===== config.mk =====
export PLATFORM = sky130hd
export DESIGN_NAME = imem_flash_loader
export DESIGN_NICKNAME = d
export VERILOG_FILES = /design/src/rtl/imem_flash_loader.sv
export SDC_FILE = /design/constraint.sdc
export NUM_CORES = 1
export LEC_CHECK = 0
export ABC_AREA = 1
export BUFFER_PORTS_ARGS = -buffer_cell sky130_fd_sc_hd__buf_2
export CORE_ASPECT_RATIO = 1.25
export CORE_MARGIN = 2
export CORE_UTILIZATION = 38
export DETAILED_ROUTE_END_ITERATION = 6
export GPL_ROUTABILITY_DRIVEN = 0
export PLACE_DENSITY = 0.58
export SYNTH_ARGS = -nofsm -noshare
export SYNTH_HDL_FRONTEND = slang
export SYNTH_SLANG_ARGS = --single-unit

===== constraint.sdc =====
create_clock -name clk -period 2.5 [get_ports clk]
set_input_delay 0.125 -clock clk [delete_from_list [all_inputs] [get_ports clk]]
set_output_delay 0.125 -clock clk [all_outputs]
set_load 0.005 [all_outputs]

===== src/rtl/imem_flash_loader.sv =====
// UART-to-instruction-memory boot loader: length header, little-endian words, bounds/abort checks.
// Optional trailing XOR checksum byte is compiled in with `define LOADER_CHECKSUM_EN.
module imem_flash_loader #(
  parameter int XLEN      = 32,
  parameter int DEPTH     = 256,
  parameter int ADDR_W    = $clog2(DEPTH),
  parameter int LEN_BYTES = 2
) (
  input  logic              clk,
  input  logic              rst,
  input  logic              flash,
  input  logic [7:0]        rx_data,
  input  logic              rx_valid,
  output logic              mem_we,
  output logic [ADDR_W-1:0] mem_addr,
  output logic [XLEN-1:0]   mem_wdata,
  output logic              core_hold,
  output logic              busy,
  output logic              done,
  output logic              error,
  output logic [ADDR_W:0]   words_loaded
);

  localparam int BPW     = XLEN / 8;
  localparam int LEN_W   = 8 * LEN_BYTES;
  localparam int CNT_W   = (LEN_W > ADDR_W + 1) ? LEN_W : ADDR_W + 1;
  localparam int IDX_MAX = (BPW > LEN_BYTES) ? BPW : LEN_BYTES;
  localparam int IDX_W   = $clog2(IDX_MAX) + 1;

  typedef enum logic [2:0] {
    S_IDLE,
    S_LEN,
    S_DATA,
`ifdef LOADER_CHECKSUM_EN
    S_CHK,
`endif
    S_DONE,
    S_ERR
  } state_t;

  state_t           state, state_nx;
  logic [LEN_W-1:0] wcount, len_now;
  logic [XLEN-1:0]  word, word_now;
  logic [IDX_W-1:0] byte_idx;
  logic             start, len_byte, data_byte, word_done, go_done, go_err;
  logic             last_hdr, last_byte, final_wr, too_big;
`ifdef LOADER_CHECKSUM_EN
  logic [7:0]       csum;
  logic             cks_ok;

  assign cks_ok = (rx_data == csum);
`endif

  assign last_hdr  = (byte_idx == IDX_W'(LEN_BYTES - 1));
  assign last_byte = (byte_idx == IDX_W'(BPW - 1));
  assign too_big   = (CNT_W'(len_now) > CNT_W'(DEPTH));
  // The write cycle of the last word is the cue to leave DATA.
  assign final_wr  = (state == S_DATA) && mem_we &&
                     (CNT_W'(words_loaded) == CNT_W'(wcount));
  assign word_done = data_byte && last_byte;

`ifdef LOADER_CHECKSUM_EN
  assign busy = (state == S_LEN) || (state == S_DATA) || (state == S_CHK);
`else
  assign busy = (state == S_LEN) || (state == S_DATA);
`endif
  assign core_hold = busy;

  always_comb begin
    len_now = wcount;
    len_now[8*byte_idx +: 8] = rx_data;
    word_now = word;
    word_now[8*byte_idx +: 8] = rx_data;
  end

  always_ff @(posedge clk) begin
    if (!rst) state <= S_IDLE;
    else      state <= state_nx;
  end

  always_comb begin
    state_nx  = state;
    start     = 1'b0;
    len_byte  = 1'b0;
    data_byte = 1'b0;
    go_done   = 1'b0;
    go_err    = 1'b0;
    case (state)
      S_IDLE: begin
        if (flash) begin
          state_nx = S_LEN;
          start    = 1'b1;
        end
      end
      S_LEN: begin
        if (!flash) begin
          state_nx = S_IDLE;
          go_err   = 1'b1;
        end else if (rx_valid) begin
          len_byte = 1'b1;
          if (last_hdr) begin
            if (len_now == '0) begin
              state_nx = S_DONE;
              go_done  = 1'b1;
            end else if (too_big) begin
              state_nx = S_ERR;
              go_err   = 1'b1;
            end else begin
              state_nx = S_DATA;
            end
          end
        end
      end
      S_DATA: begin
        if (!flash) begin
          state_nx = S_IDLE;
          go_err   = 1'b1;
        end else if (final_wr) begin
`ifdef LOADER_CHECKSUM_EN
          // A checksum byte may already arrive in the final write cycle.
          if (rx_valid) begin
            state_nx = cks_ok ? S_DONE : S_ERR;
            go_done  = cks_ok;
            go_err   = !cks_ok;
          end else begin
            state_nx = S_CHK;
          end
`else
          state_nx = S_DONE;
          go_done  = 1'b1;
`endif
        end else if (rx_valid) begin
          data_byte = 1'b1;
        end
      end
`ifdef LOADER_CHECKSUM_EN
      S_CHK: begin
        if (!flash) begin
          state_nx = S_IDLE;
          go_err   = 1'b1;
        end else if (rx_valid) begin
          state_nx = cks_ok ? S_DONE : S_ERR;
          go_done  = cks_ok;
          go_err   = !cks_ok;
        end
      end
`endif
      S_DONE, S_ERR: begin
        if (!flash) state_nx = S_IDLE;
      end
      default: state_nx = S_IDLE;
    endcase
  end

  always_ff @(posedge clk) begin
    if (!rst) begin
      mem_we       <= 1'b0;
      mem_addr     <= '0;
      mem_wdata    <= '0;
      words_loaded <= '0;
      wcount       <= '0;
      byte_idx     <= '0;
      done         <= 1'b0;
      error        <= 1'b0;
`ifdef LOADER_CHECKSUM_EN
      csum         <= '0;
`endif
    end else begin
      mem_we <= word_done;
      if (start) begin
        words_loaded <= '0;
        wcount       <= '0;
        byte_idx     <= '0;
        done         <= 1'b0;
        error        <= 1'b0;
`ifdef LOADER_CHECKSUM_EN
        csum         <= '0;
`endif
      end
      if (len_byte) begin
        wcount   <= len_now;
        byte_idx <= last_hdr ? '0 : byte_idx + 1'b1;
      end
      if (data_byte) begin
`ifdef LOADER_CHECKSUM_EN
        csum <= csum ^ rx_data;
`endif
        if (last_byte) begin
          mem_addr     <= words_loaded[ADDR_W-1:0];
          mem_wdata    <= word_now;
          words_loaded <= words_loaded + 1'b1;
          byte_idx     <= '0;
        end else begin
          byte_idx <= byte_idx + 1'b1;
        end
      end
      if (go_done) done  <= 1'b1;
      if (go_err)  error <= 1'b1;
    end
  end

  // Word assembly buffer; every byte is overwritten before the word is used.
  always_ff @(posedge clk) begin
    if (data_byte) word <= word_now;
  end

endmodule

==> results.cfg <==
[die]
fp.dieH_um = 134
floorplan.initialDensity_pct = 38.8
die-width_um = 108
core_region_area_um2 = 13200
design.die.area_um2 = 14400
top_level_ports = 66
core.rowCount = 47

[sta]
count_of_final_setup_violators = 0
slew_headroom_pct = 48.7
fin_worst_skew_ns = 0.00822
finalHoldWorstSlack_ns = 0.129
fin_crit_sh_pct = 89.2
post-route-min-period_ns = 2.23
finalMaxSlewViolations = 0
timing_worst_slew_pin_value_ns = 0.768
timing_hold_violations_final = 0
timing.fmax_ghz = 0.449
rsz0062_at_grt = no
totalNegativeSetupSlack_ns = 0

[grt]
groute.layer.met3.usage_pct = 3.03
grt_busiest_layer = met2
grt_max_degree = 42
met1_usage_pct = 23.1
total_routing_resource_utilization_after_global_routing_pct = 18.3
grt_first_pass_wirelength_um = 21100
use_met2_pct = 31.6
number_of_antenna_violations_at_the_first_check_in_global_routing = 0
grt_overflow = 0
grt_pass1_vias = 4399

[critical_path]
reg2reg_setup_slack_ns = 0.27
largest_fanout_of_any_net_on_the_critical_path = 9
critical_path_class = reg2reg
cp_data_arrival_time_ns = 2.50
worst_setup_path_endpoint = state[0]$_SDFFE_PN0P_
timing.critical_path.from = byte_idx[1]$_SDFFE_PN0P_
reg2reg_from = byte_idx[1]$_SDFFE_PN0P_
regToRegEndpoint = state[0]$_SDFFE_PN0P_
reg2reg_depth = 17
cp-end-kind = register
cp_data_required_time_ns = 2.77
timing.critical_path.from_type = register

[route]
initialDrtViolationCount = 300
drt_wl_total_um = 12800
vias_per_cell = 4.95
detail_route.wl_per_cell_um = 14.1
drt_first_pass_iters = 4
remaining_design_rule_violation_count = 0
vias_post_dr = 4494
ant_nets = 0

[cells_and_area]
post_route_cells_drive_above_1_share_pct = 17.1
syn_to_final_growth_pct = 16.5
final-instance-count-excl-fill = 907
area.sequential_um2 = 2440
nets = 753
diodes = 0
multi_input_comb_area_um2 = 2320
num-fill-cells = 1404

[power]
power_density_nw_per_um2 = 604
ir_worst_vdd_mv = 0.367
total_leakage_power_nw = 2.69

[clock_tree]
cts-root-to-sink-buffers = 2
clk_root_buffer_cell = sky130_fd_sc_hd__clkbuf_16
cts_htree_levels = 3
post-cts-setup-buffer-count = 0
cts_made_buffers = 9
cts_tree = done
cts.clk_slew.worst_paths_ns = 0.07
clock_latency_ns = 0.34
cts.sink_count = 106

[yosys]
synth_fp_nets = 686
synth_sequential_area_ratio_pct = 47.8
postSynthRegisterBits = 106
asyncSetResetFlopFracSynth_pct = 0
synthDominantAreaCellType = sky130_fd_sc_hd__dfxtp_1
synth_top_flop_cell = sky130_fd_sc_hd__dfxtp_1
most_frequently_used_cell_type_in_the_post_synthesis_netlist = sky130_fd_sc_hd__nand2_1
synth_area_leaders = sky130_fd_sc_hd__dfxtp_1 29%, sky130_fd_sc_hd__edfxtp_1 19%, sky130_fd_sc_hd__nand2_1 18%
synth.cells.most_frequent = 239 x sky130_fd_sc_hd__nand2_1, 74 x sky130_fd_sc_hd__dfxtp_1, 72 x sky130_fd_sc_hd__nand3_1
synth.yosys.warnings = 0
number_of_enable_type_register_cells_in_the_synthesized_netlist = 32
count_of_unique_library_cells_instantiated_by_yosys = 35
synth_area_um2 = 5110
netlist_instances = 664
syn-mean-instance-area_um2 = 7.70
synth_largest_type_area_fraction_pct = 29.0

[placed_design]
numPortBuffers = 65
hpwlAfterDp_um = 9150
placed_cells_incl_taps = 890

[min_path]
worstHoldPathType = in2reg

[outcome]
run_status = complete, no violations

[job]
max-cap-violations = 0
[power breakdown]
group | internal [mW] | total [mW] | switching (mW) | leakage, nW
combinational | 0.116 | 0.384 | 0.268 | 1.67
clock | 0.806 | 1.42 | 0.611 | 0.141
sequential | 1.79 | 1.80 | 0.00959 | 0.885
[per-stage QoR]
stage / worst slack [ns] / utilization (%) / total power [mW] / instance area (µm²)
global route: 0.0551 / 45.2 / 3.76 / 5950
finish: 0.270 / 45.2 / 3.60 / 5950
detailed placement: 0.0641 / 42.7 / 2.21 / 5620
floorplan: 0.171 / - / 2.10 / 5110
global placement: 0.130 / 42.7 / 2.20 / 5620
CTS: 0.0417 / 44.9 / 3.63 / 5920
[cell type report]
class | count | share of cell area (%)
inverters | 52 | 3.28
flip-flops and latches | 106 | 41.0
well taps | 171 | 3.59
clock buffers | 12 | 4.14
repair buffers | 86 | 8.11
multi-input cells | 476 | 39.0
clock inverters | 4 | 0.841
[state kept, by name, indices dropped and copies added, names as in the netlist]
register and cells:
words_loaded 9, mem_addr 8, mem_wdata 32, state 3, error 1, done 1, byte_idx 3, word 32
wcount 16, mem_we 1
[worst max-delay path: stages (launching register included)]
cell and delay, ns:
sky130_fd_sc_hd__dfxtp_2 0.38, sky130_fd_sc_hd__inv_1 0.07, sky130_fd_sc_hd__ha_2 0.20, sky130_fd_sc_hd__ha_4 0.31
sky130_fd_sc_hd__inv_2 0.06, sky130_fd_sc_hd__nand2_2 0.10, sky130_fd_sc_hd__nor2_8 0.06, sky130_fd_sc_hd__nand3_4 0.13
sky130_fd_sc_hd__nand2_1 0.08, sky130_fd_sc_hd__nand2_1 0.07, sky130_fd_sc_hd__nand2_1 0.06, sky130_fd_sc_hd__nor2_1 0.15
sky130_fd_sc_hd__nand2_1 0.08, sky130_fd_sc_hd__nor2_2 0.10, sky130_fd_sc_hd__nand2_1 0.07, sky130_fd_sc_hd__nand2_1 0.06
sky130_fd_sc_hd__nand2_1 0.05, sky130_fd_sc_hd__a21oi_1 0.12
[cells in the final DEF, fill, tap and decap left out, types with 2 or more instances in the layout]
cell,count
sky130_fd_sc_hd__o21ai_1,3
sky130_fd_sc_hd__xnor2_1,4
sky130_fd_sc_hd__nor3_1,3
sky130_fd_sc_hd__clkbuf_1,2
sky130_fd_sc_hd__edfxtp_1,32
sky130_fd_sc_hd__nor2_2,4
sky130_fd_sc_hd__nand3_1,72
sky130_fd_sc_hd__xor2_1,4
sky130_fd_sc_hd__ha_1,8
sky130_fd_sc_hd__nand2_2,3
sky130_fd_sc_hd__inv_2,6
sky130_fd_sc_hd__inv_1,44
sky130_fd_sc_hd__nor2_8,2
sky130_fd_sc_hd__buf_4,21
sky130_fd_sc_hd__o31ai_1,8
sky130_fd_sc_hd__nand2_1,239
sky130_fd_sc_hd__clkbuf_16,9
sky130_fd_sc_hd__nor2_1,35
sky130_fd_sc_hd__nand4_1,13
sky130_fd_sc_hd__buf_2,65
sky130_fd_sc_hd__dfxtp_1,73
sky130_fd_sc_hd__clkinv_1,3
sky130_fd_sc_hd__a21oi_1,34
sky130_fd_sc_hd__a31oi_1,2
sky130_fd_sc_hd__o21ai_0,28
[worst min path at each step]
stage	startpoint	endpoint	slack, ns	cells past startpoint
finish	rx_data[6]	word[14]$_DFFE_PP_	0.13	3
global route	rx_data[2]	word[10]$_DFFE_PP_	0.15	3
CTS	rx_data[6]	word[14]$_DFFE_PP_	0.11	3
detailed placement	mem_addr[4]$_SDFFE_PN0P_	mem_addr[4]$_SDFFE_PN0P_	0.45	2
global placement	mem_addr[7]$_SDFFE_PN0P_	mem_addr[7]$_SDFFE_PN0P_	0.45	2
floorplan	rx_data[2]	word[10]$_DFFE_PP_	0.35	2
[layer usage]
metal  share of wire [%]  routed length (µm)  vias up
met1                  44                5640     2090
met2                  50                6450       90
met4                 1.7                 218        0
met5                   0                   0        -
li1                    -                   -     2300
met3                 4.1                 524       14
[cells by family after synthesis]
group                      share of synthesized area, %
AOI/OAI and AO/OA                                  8.35
xor gates and xnor gates                           1.37
adders and majority gates                          2.45
buffers and inverters                              7.52
DFF                                                47.8
and+or+nand+nor                                    32.5
[what timing repair did]
item,4_1_cts,5_1_grt
resized for setup,0,8
hold endpoints to repair,0,0
endpoints found under the setup margin,0,5
hold buffers,0,0
Power figures use the tool's default switching activity.
